<file path="src/rtl/mul_sequencer.sv">
`default_nettype none
// ============================================================================
// Module      : mul_sequencer
// Description : Sequencer wrapped around an external unsigned multiplier array.
//               Turns each MUL/MULH/MULHSU/MULHU(/MULW) request into a pair of
//               operand magnitudes. It tracks each request through a LAT-deep
//               control pipeline and restores the sign of the returned product.
//               It then selects the requested half into a response register
//               that holds its value under backpressure.
//               Optional feature macro: MUL_RV64W_EN (adds MULW support).
// Revision    : 1.0 - initial release
// ============================================================================
module mul_sequencer #(
   parameter int XLEN  = 64,
   parameter int LAT   = 3,
   parameter int TAG_W = 5
) (
   input  logic              clk,
   input  logic              rst,
   input  logic              req_valid,
   output logic              req_ready,
   input  logic [2:0]        req_op,
   input  logic [XLEN-1:0]   req_a,
   input  logic [XLEN-1:0]   req_b,
   input  logic [TAG_W-1:0]  req_tag,
   input  logic              flush,
   output logic              arr_en,
   output logic [XLEN-1:0]   arr_a,
   output logic [XLEN-1:0]   arr_b,
   input  logic [2*XLEN-1:0] arr_p,
   output logic              rsp_valid,
   input  logic              rsp_ready,
   output logic [XLEN-1:0]   rsp_data,
   output logic [TAG_W-1:0]  rsp_tag,
   output logic              busy
);

   localparam logic [2:0] C_OP_MUL    = 3'b000;
   localparam logic [2:0] C_OP_MULH   = 3'b001;
   localparam logic [2:0] C_OP_MULHSU = 3'b010;
   localparam logic [2:0] C_OP_MULHU  = 3'b011;
`ifdef MUL_RV64W_EN
   localparam logic [2:0] C_OP_MULW   = 3'b100;
`endif

   // Handshake / flow control
   logic              w_stall;
   logic              w_arr_en;
   logic              w_req_ready;

   // Operand conditioning
   logic              w_a_signed;
   logic              w_b_signed;
   logic              w_sign_a;
   logic              w_sign_b;
   logic              w_neg;
   logic [XLEN-1:0]   w_mag_a;
   logic [XLEN-1:0]   w_mag_b;

   // Control pipeline, index 0 is the stage loaded on accept
   logic [LAT-1:0]    r_valid;
   logic [LAT-1:0]    r_neg;
   logic [TAG_W-1:0]  r_tag [LAT];
   logic [2:0]        r_op  [LAT];

   // Result path
   logic [2*XLEN-1:0] w_full;
   logic [XLEN-1:0]   w_result;
   logic              r_rsp_valid;
   logic [XLEN-1:0]   r_rsp_data;
   logic [TAG_W-1:0]  r_rsp_tag;

   // Whole pipeline freezes while a finished result waits for its consumer
   always_comb begin
      w_stall     = r_rsp_valid & ~rsp_ready;
      w_arr_en    = ~w_stall;
      w_req_ready = w_arr_en & ~flush;
   end

   assign arr_en    = w_arr_en;
   assign req_ready = w_req_ready;

   // Convert signed operands to magnitudes; the product sign is carried in neg
   always_comb begin
      w_a_signed = (req_op == C_OP_MULH) || (req_op == C_OP_MULHSU);
      w_b_signed = (req_op == C_OP_MULH);
      w_sign_a   = w_a_signed & req_a[XLEN-1];
      w_sign_b   = w_b_signed & req_b[XLEN-1];
      w_neg      = w_sign_a ^ w_sign_b;
      // The most negative value negates onto itself, which read unsigned is
      // exactly its magnitude 2^(XLEN-1).
      w_mag_a    = w_sign_a ? -req_a : req_a;
      w_mag_b    = w_sign_b ? -req_b : req_b;
`ifdef MUL_RV64W_EN
      if (req_op == C_OP_MULW) begin
         w_mag_a = {{(XLEN-32){1'b0}}, req_a[31:0]};
         w_mag_b = {{(XLEN-32){1'b0}}, req_b[31:0]};
      end
`endif
   end

   assign arr_a = w_mag_a;
   assign arr_b = w_mag_b;

   // Re-apply the sign to the array product and pick the requested slice
   always_comb begin
      w_full   = r_neg[LAT-1] ? -arr_p : arr_p;
      w_result = '0;
      case (r_op[LAT-1])
         C_OP_MUL:                          w_result = w_full[XLEN-1:0];
         C_OP_MULH, C_OP_MULHSU, C_OP_MULHU: w_result = w_full[2*XLEN-1:XLEN];
`ifdef MUL_RV64W_EN
         C_OP_MULW: w_result = {{(XLEN-32){w_full[31]}}, w_full[31:0]};
`endif
         default:                           w_result = '0;
      endcase
   end

   // Control shift register, moves in lockstep with the external array
   always_ff @(posedge clk or posedge rst) begin
      if (rst) begin
         r_valid <= '0;
         r_neg   <= '0;
         for (int i = 0; i < LAT; i++) begin
            r_tag[i] <= '0;
            r_op[i]  <= '0;
         end
      end else if (flush) begin
         r_valid <= '0;
      end else if (w_arr_en) begin
         r_valid[0] <= req_valid & w_req_ready;
         r_neg[0]   <= w_neg;
         r_tag[0]   <= req_tag;
         r_op[0]    <= req_op;
         for (int i = 1; i < LAT; i++) begin
            r_valid[i] <= r_valid[i-1];
            r_neg[i]   <= r_neg[i-1];
            r_tag[i]   <= r_tag[i-1];
            r_op[i]    <= r_op[i-1];
         end
      end
   end

   // Response register: a new load wins over a same-cycle consume, flush wins over both
   always_ff @(posedge clk or posedge rst) begin
      if (rst) begin
         r_rsp_valid <= 1'b0;
         r_rsp_data  <= '0;
         r_rsp_tag   <= '0;
      end else if (flush) begin
         r_rsp_valid <= 1'b0;
      end else if (w_arr_en && r_valid[LAT-1]) begin
         r_rsp_valid <= 1'b1;
         r_rsp_data  <= w_result;
         r_rsp_tag   <= r_tag[LAT-1];
      end else if (r_rsp_valid && rsp_ready) begin
         r_rsp_valid <= 1'b0;
      end
   end

   assign rsp_valid = r_rsp_valid;
   assign rsp_data  = r_rsp_data;
   assign rsp_tag   = r_rsp_tag;
   assign busy      = (|r_valid) | r_rsp_valid;

endmodule
`default_nettype wire

</file>
<file path="config.mk">
export PLATFORM = sky130hd
export DESIGN_NAME = mul_sequencer
export DESIGN_NICKNAME = d
export VERILOG_FILES = /design/src/rtl/mul_sequencer.sv
export SDC_FILE = /design/constraint.sdc
export NUM_CORES = 1
export LEC_CHECK = 0
export ABC_AREA = 1
export CAP_MARGIN = 30
export CORE_MARGIN = 10
export CORE_UTILIZATION = 30
export CTS_CLUSTER_SIZE = 16
export DETAILED_ROUTE_END_ITERATION = 8
export SLEW_MARGIN = 20
export SYNTH_ARGS = -nofsm -noshare
export SYNTH_HDL_FRONTEND = slang
export SYNTH_SLANG_ARGS = --single-unit
</file>
<file path="constraint.sdc">
create_clock -name clk -period 3.7 [get_ports clk]
set_input_delay 0.925 -clock clk [delete_from_list [all_inputs] [get_ports clk]]
set_output_delay 0.925 -clock clk [all_outputs]
set_load 0.02 [all_outputs]
</file>
# After elaboration in Yosys (flattened, before gate mapping)
# Index checks and enable logic that the tools add are counted.
# word_totals
latch_bits,0
mem_bits_ro,0
ram_bits,0
memories,0
inputBits,269
elab_cells,48
regBits,100
output_inout_bits,201
# classes
n_reduce_logical,9
muxes,9
add_sub_neg,3
shifts,0
bitwise,10
n_mul,0
n_div,0
eq_ne,6
order_cmp,0
# ops
operator,n
$mux W128,1
$mux W64,2
$neg A128 Y128,1
$neg A64 Y64,2
$pmux W64 S2,1
$eq A3 B2 Y1 const B,3
$eq A3 B1 Y1 const B,2
$mux W3,2
$reduce_or A3 Y1,2
$and A1 B1 Y1,5
$reduce_and A2 Y1,2
$logic_not A3 Y1,1
$mux W1,3
$not A1 Y1,3
$reduce_bool A3 Y1,1
$logic_and A1 B1 Y1,2
$ne A2 B2 Y1 const B,1
$logic_or A1 B1 Y1,1
$or A1 B1 Y1,1
$xor A1 B1 Y1,1

# Logic depth before layout (Yosys ltp)
# logic_depth
word_depth,7
mapped_depth,14
mapped_depth_nobuf,14

# Worst setup path before layout
# No wires, ideal clock.
# synth_timing
path_kind,input to output
from,input port req_b[1]
to,output port arr_b[46]
t_arrival_ps,2455
t_required_ps,2775
n_path_buf,0
setup_slack_ps,320
path_stages,11
cell_sequence,inv_1 > ha_1 > nand3_4 > nor2_4 > nand2_4 > nor2_8 > nand2_4 > o21ai_4 > nand2_4 > nor2_4 > xor2_1
# synth_via
elab_chain_cells,2
# synth_rtl
element,line_no,text
"start, declared",24,"input logic [XLEN-1:0] req_b,"
$neg A64 Y64,93,w_mag_b = w_sign_b ? -req_b : req_b;
$mux W64,93,
"end, declared",29,"output logic [XLEN-1:0] arr_b,"
# Every way passes these cells.

# Worst setup path in the final report
# layout_timing
from,input port req_b[45]
to,output port arr_b[50]
# The elaborated chain is that of the path after synthesis.

==> impl_results.md <==
- Run status: completed
- I/O Buffers: 469
- GP Congestion: 1.02
- TritonCTS clock tree: yes
- Cell taking the most area after synthesis: nand2_1
- Syn_nets: 2895
- Largest net degree at the start of global routing: 61
- Critical-path cell list: dlygate4sd2_1 -> buf_4 -> inv_1 -> nand4_1 -> nor2_4 -> nand2_2 -> nor3_4 -> xor2_1 -> nand2_1 -> o21ai_2 -> buf_6
- Avg WL per Cell: 23.6 um
- Iteration-0 DRC count of the detailed router: 1918
- Reg-to-reg endpoint: rsp_data[6]$_DFFE_PP0P_
- First-pass GRT wire length: 139000 um
- Placed cell count: 4037
- Drt first pass iters: 6
- Clk buf depth: 2
- Kind of critical path: in -> out
- Die Y: 236 um
- Total CTS buffers: 9
- Num ports: 470
- CP Capture Type: output pin
- Final Non-Filler Cells: 4133
- Slew @ Worst Pin: 0.694 ns
- R2R depth: 10
- Core region area: 46500 um2
- Residual DRC: 0
- Dominant synthesized flop cell: dfrtp_1
- Synth unique cells: 49
- Routed vias/inst: 5.14
- Clock tree root buffer cell: clkbuf_16
- CP Depth: 11
- Worst reg2reg setup slack: 1.40 ns
- Pwr/cell area: 294 nW/um2
- Total GRT Usage: 33.0%
- Ys async rst share: 100%
- Worst-path maximum fanout: 3
- CP peak stage delay: 0.31 ns
- Count leader, synth: nand2_1
- Synth-to-layout area growth: 70.6%
- Grt met2 use: 55.5%
- Clock Sinks: 100
- Maximum vdd ir drop: 0.000293 V
- Skew final: 0.0212 ns
- Die Width: 236 um
- Critical Path RT: 2.77 ns
- Via count: 21200
- Simple-gate portion of the synthesized area: 59.0%
- WL final: 97600 um
- FP Rows: 79
- Crit path max-delay family: simple AND/OR/NAND/NOR gates
- Slowest-stage cell, CP: dlygate4sd2_1
- Top cell type's share of synthesized area: 27.7%
- Period utilization: 99.5%
- Met1 GRT Util: 39.3%
- Fill count: 4893
- FF+latch count, synth: 100
- Xor and xnor area share after synthesis: 7.04%
- Top cells by count, synth: 1035 x nand2_1, 486 x nor2_1, 221 x inv_1
- Cell area after synthesis: 14000 um2
- RSZ-0062 raised after global routing: true
- End point of the critical path: arr_b[50]
- Die ar.: 55900 um2
- Top cells by area, synth: nand2_1 28%, dfrtp_1 18%, nor2_1 13%, nand3_1 6.8%, inv_1 5.9%
- Number of synthesized flops with an enable pin: 0
- Achievable Freq: 272 MHz
- Slew headroom: 53.7%
- Reg clk slew, reported paths: 0.07 ns
- H-tree depth: 3
- # setup viols final: 0
- Largest family of logic cells by synthesized area: simple AND/OR/NAND/NOR gates
- Most used routing layer: met2
- RR Startpoint: r_neg[2]$_DFFE_PP0P_
- Post-synthesis compound-gate area fraction: 7.63%
- Vias in the first global route: 21000
- Share of cells above drive strength 1: 28.5%
- Mapped Avg Cell Area: 5.35 um2
- Worst Path Buf+Inv: 4
- Hold Path Class: reg -> reg
- Dpl hpwl: 83400 um
- Post-Synthesis Cells: 2623
- Adder-cell share of the synthesized area: 0.267%
- Grt ovf: 0
- Starting density of the core: 30.2%
- Met3 usage: 7.90%
- Aggregate negative setup slack: 0 ns
- Max Slew Vio Count: 0
- Clock latency on the worst-skew pair: 0.39 ns
- CP Launch Type: input pin
- Setup crit start: req_b[45]
- Multiplexer share of the synthesized area: 0%
- Final min period: 3.68 ns
- Antenna violations before repair: 22
- Nets: 3786
- Register area share after synthesis: 17.8%
- Final Hold Vio Count: 0
- Synth warn: 0
- Maxcap violations: 0
- Pleak: 0.0114 uW
- Crit path DAT: 2.76 ns
- ANT nets after route: 0
[what timing repair did]
action / 4_1_cts / 5_1_grt
pin swaps: 102 / 133
endpoints found under the setup margin: 122 / 67
buffers inserted: 50 / 27
resized for setup: 695 / 208
hold buffers: 0 / 0
[flip-flops by register name (all words and copies together), names as in the netlist]
signal / cells
rsp_data: 64
r_tag: 15
r_op: 9
rsp_tag: 5
r_neg: 3
r_valid: 3
rsp_valid: 1
[tightest hold or removal path: stages (launching register included)]
cell	delay, ns
dfrtp_1	0.35
nand2_1	0.05
nand2_1	0.04
[metal layers]
metal / share of wire (%) / up-vias
met3: 8.4 / 218
li1: - / 10000
met2: 46 / 1062
met1: 40 / 9915
met5: 0.11 / -
met4: 4.9 / 18
[where the power goes]
part           internal [uW]  switching, uW
clock network            560            531
registers               1380            186
logic                   1700           2680
total                   3640           3400
[layout by cell type (no fill, tap or decap), types with 6 or more instances in the layout]
cell and count:
nand2_1 994, buf_4 494, nor2_1 395, clkdlybuf4s50_1 226
nand3_1 176, inv_1 174, dfrtp_1 99, nor2_2 83
xor2_1 81, o21ai_0 79, dlygate4sd2_1 68, inv_2 55
nor2_4 55, nand2_2 52, buf_2 40, a21oi_1 38
nand4_1 35, nand3b_1 31, clkbuf_2 27, o21ai_1 26
xnor2_1 22, buf_6 22, clkdlybuf4s15_2 18, dlymetal6s2s_1 17
buf_12 15, nand2_4 14, nor3_2 12, nand3_2 12
clkdlybuf4s15_1 12, o21ai_2 10, nor3_4 9, clkbuf_16 9
or2_2 8, diode_2 7, nor4_2 7, xor2_2 7
o211ai_1 6, or2_1 6
[area by class of cell]
class	count	area, um2	share of cell area, %
clock buffer	10	239	0.998
antenna	7	17.5	0.0731
inverter	233	886	3.70
multi-input combinational	2228	11500	47.8
clock inverter	6	78.8	0.329
sequential	100	2500	10.5
timing repair buffer	942	8010	33.4
tap	607	759	3.17
[worst min path at each step]
stage                             start                        to  depth (start not counted)
2_1_floorplan       r_op[3]$_DFFE_PP0P_       r_op[0]$_DFFE_PP0P_                          2
3_3_place_gp      r_tag[14]$_DFFE_PP0P_      r_tag[9]$_DFFE_PP0P_                          2
3_5_place_dp        r_op[4]$_DFFE_PP0P_       r_op[1]$_DFFE_PP0P_                          2
4_1_cts             r_op[4]$_DFFE_PP0P_       r_op[1]$_DFFE_PP0P_                          2
5_1_grt        rsp_data[41]$_DFFE_PP0P_  rsp_data[41]$_DFFE_PP0P_                          2
6_report            r_op[4]$_DFFE_PP0P_       r_op[1]$_DFFE_PP0P_                          2
[metrics by stage]
stage	hold slack, ns	area [um2]	util, %	power, uW	setup WS [ns]
2_1_floorplan	0.442	14000	-	3580	0.156
3_3_place_gp	0.450	22300	48.0	5850	-0.990
3_5_place_dp	0.459	22300	48.0	5870	-0.960
4_1_cts	0.479	23400	50.5	6980	-0.0499
5_1_grt	0.506	23900	51.5	7400	-0.0602
6_report	0.480	24000	51.6	7030	0.0179
[kinds of logic after synthesis]
logic type	after synthesis
compound gates	191
flops	100
fa+ha+maj	3
simple gates	1922
buf+inv	295
xor+xnor	112
No activity file was read; power rests on OpenSTA's default activity.
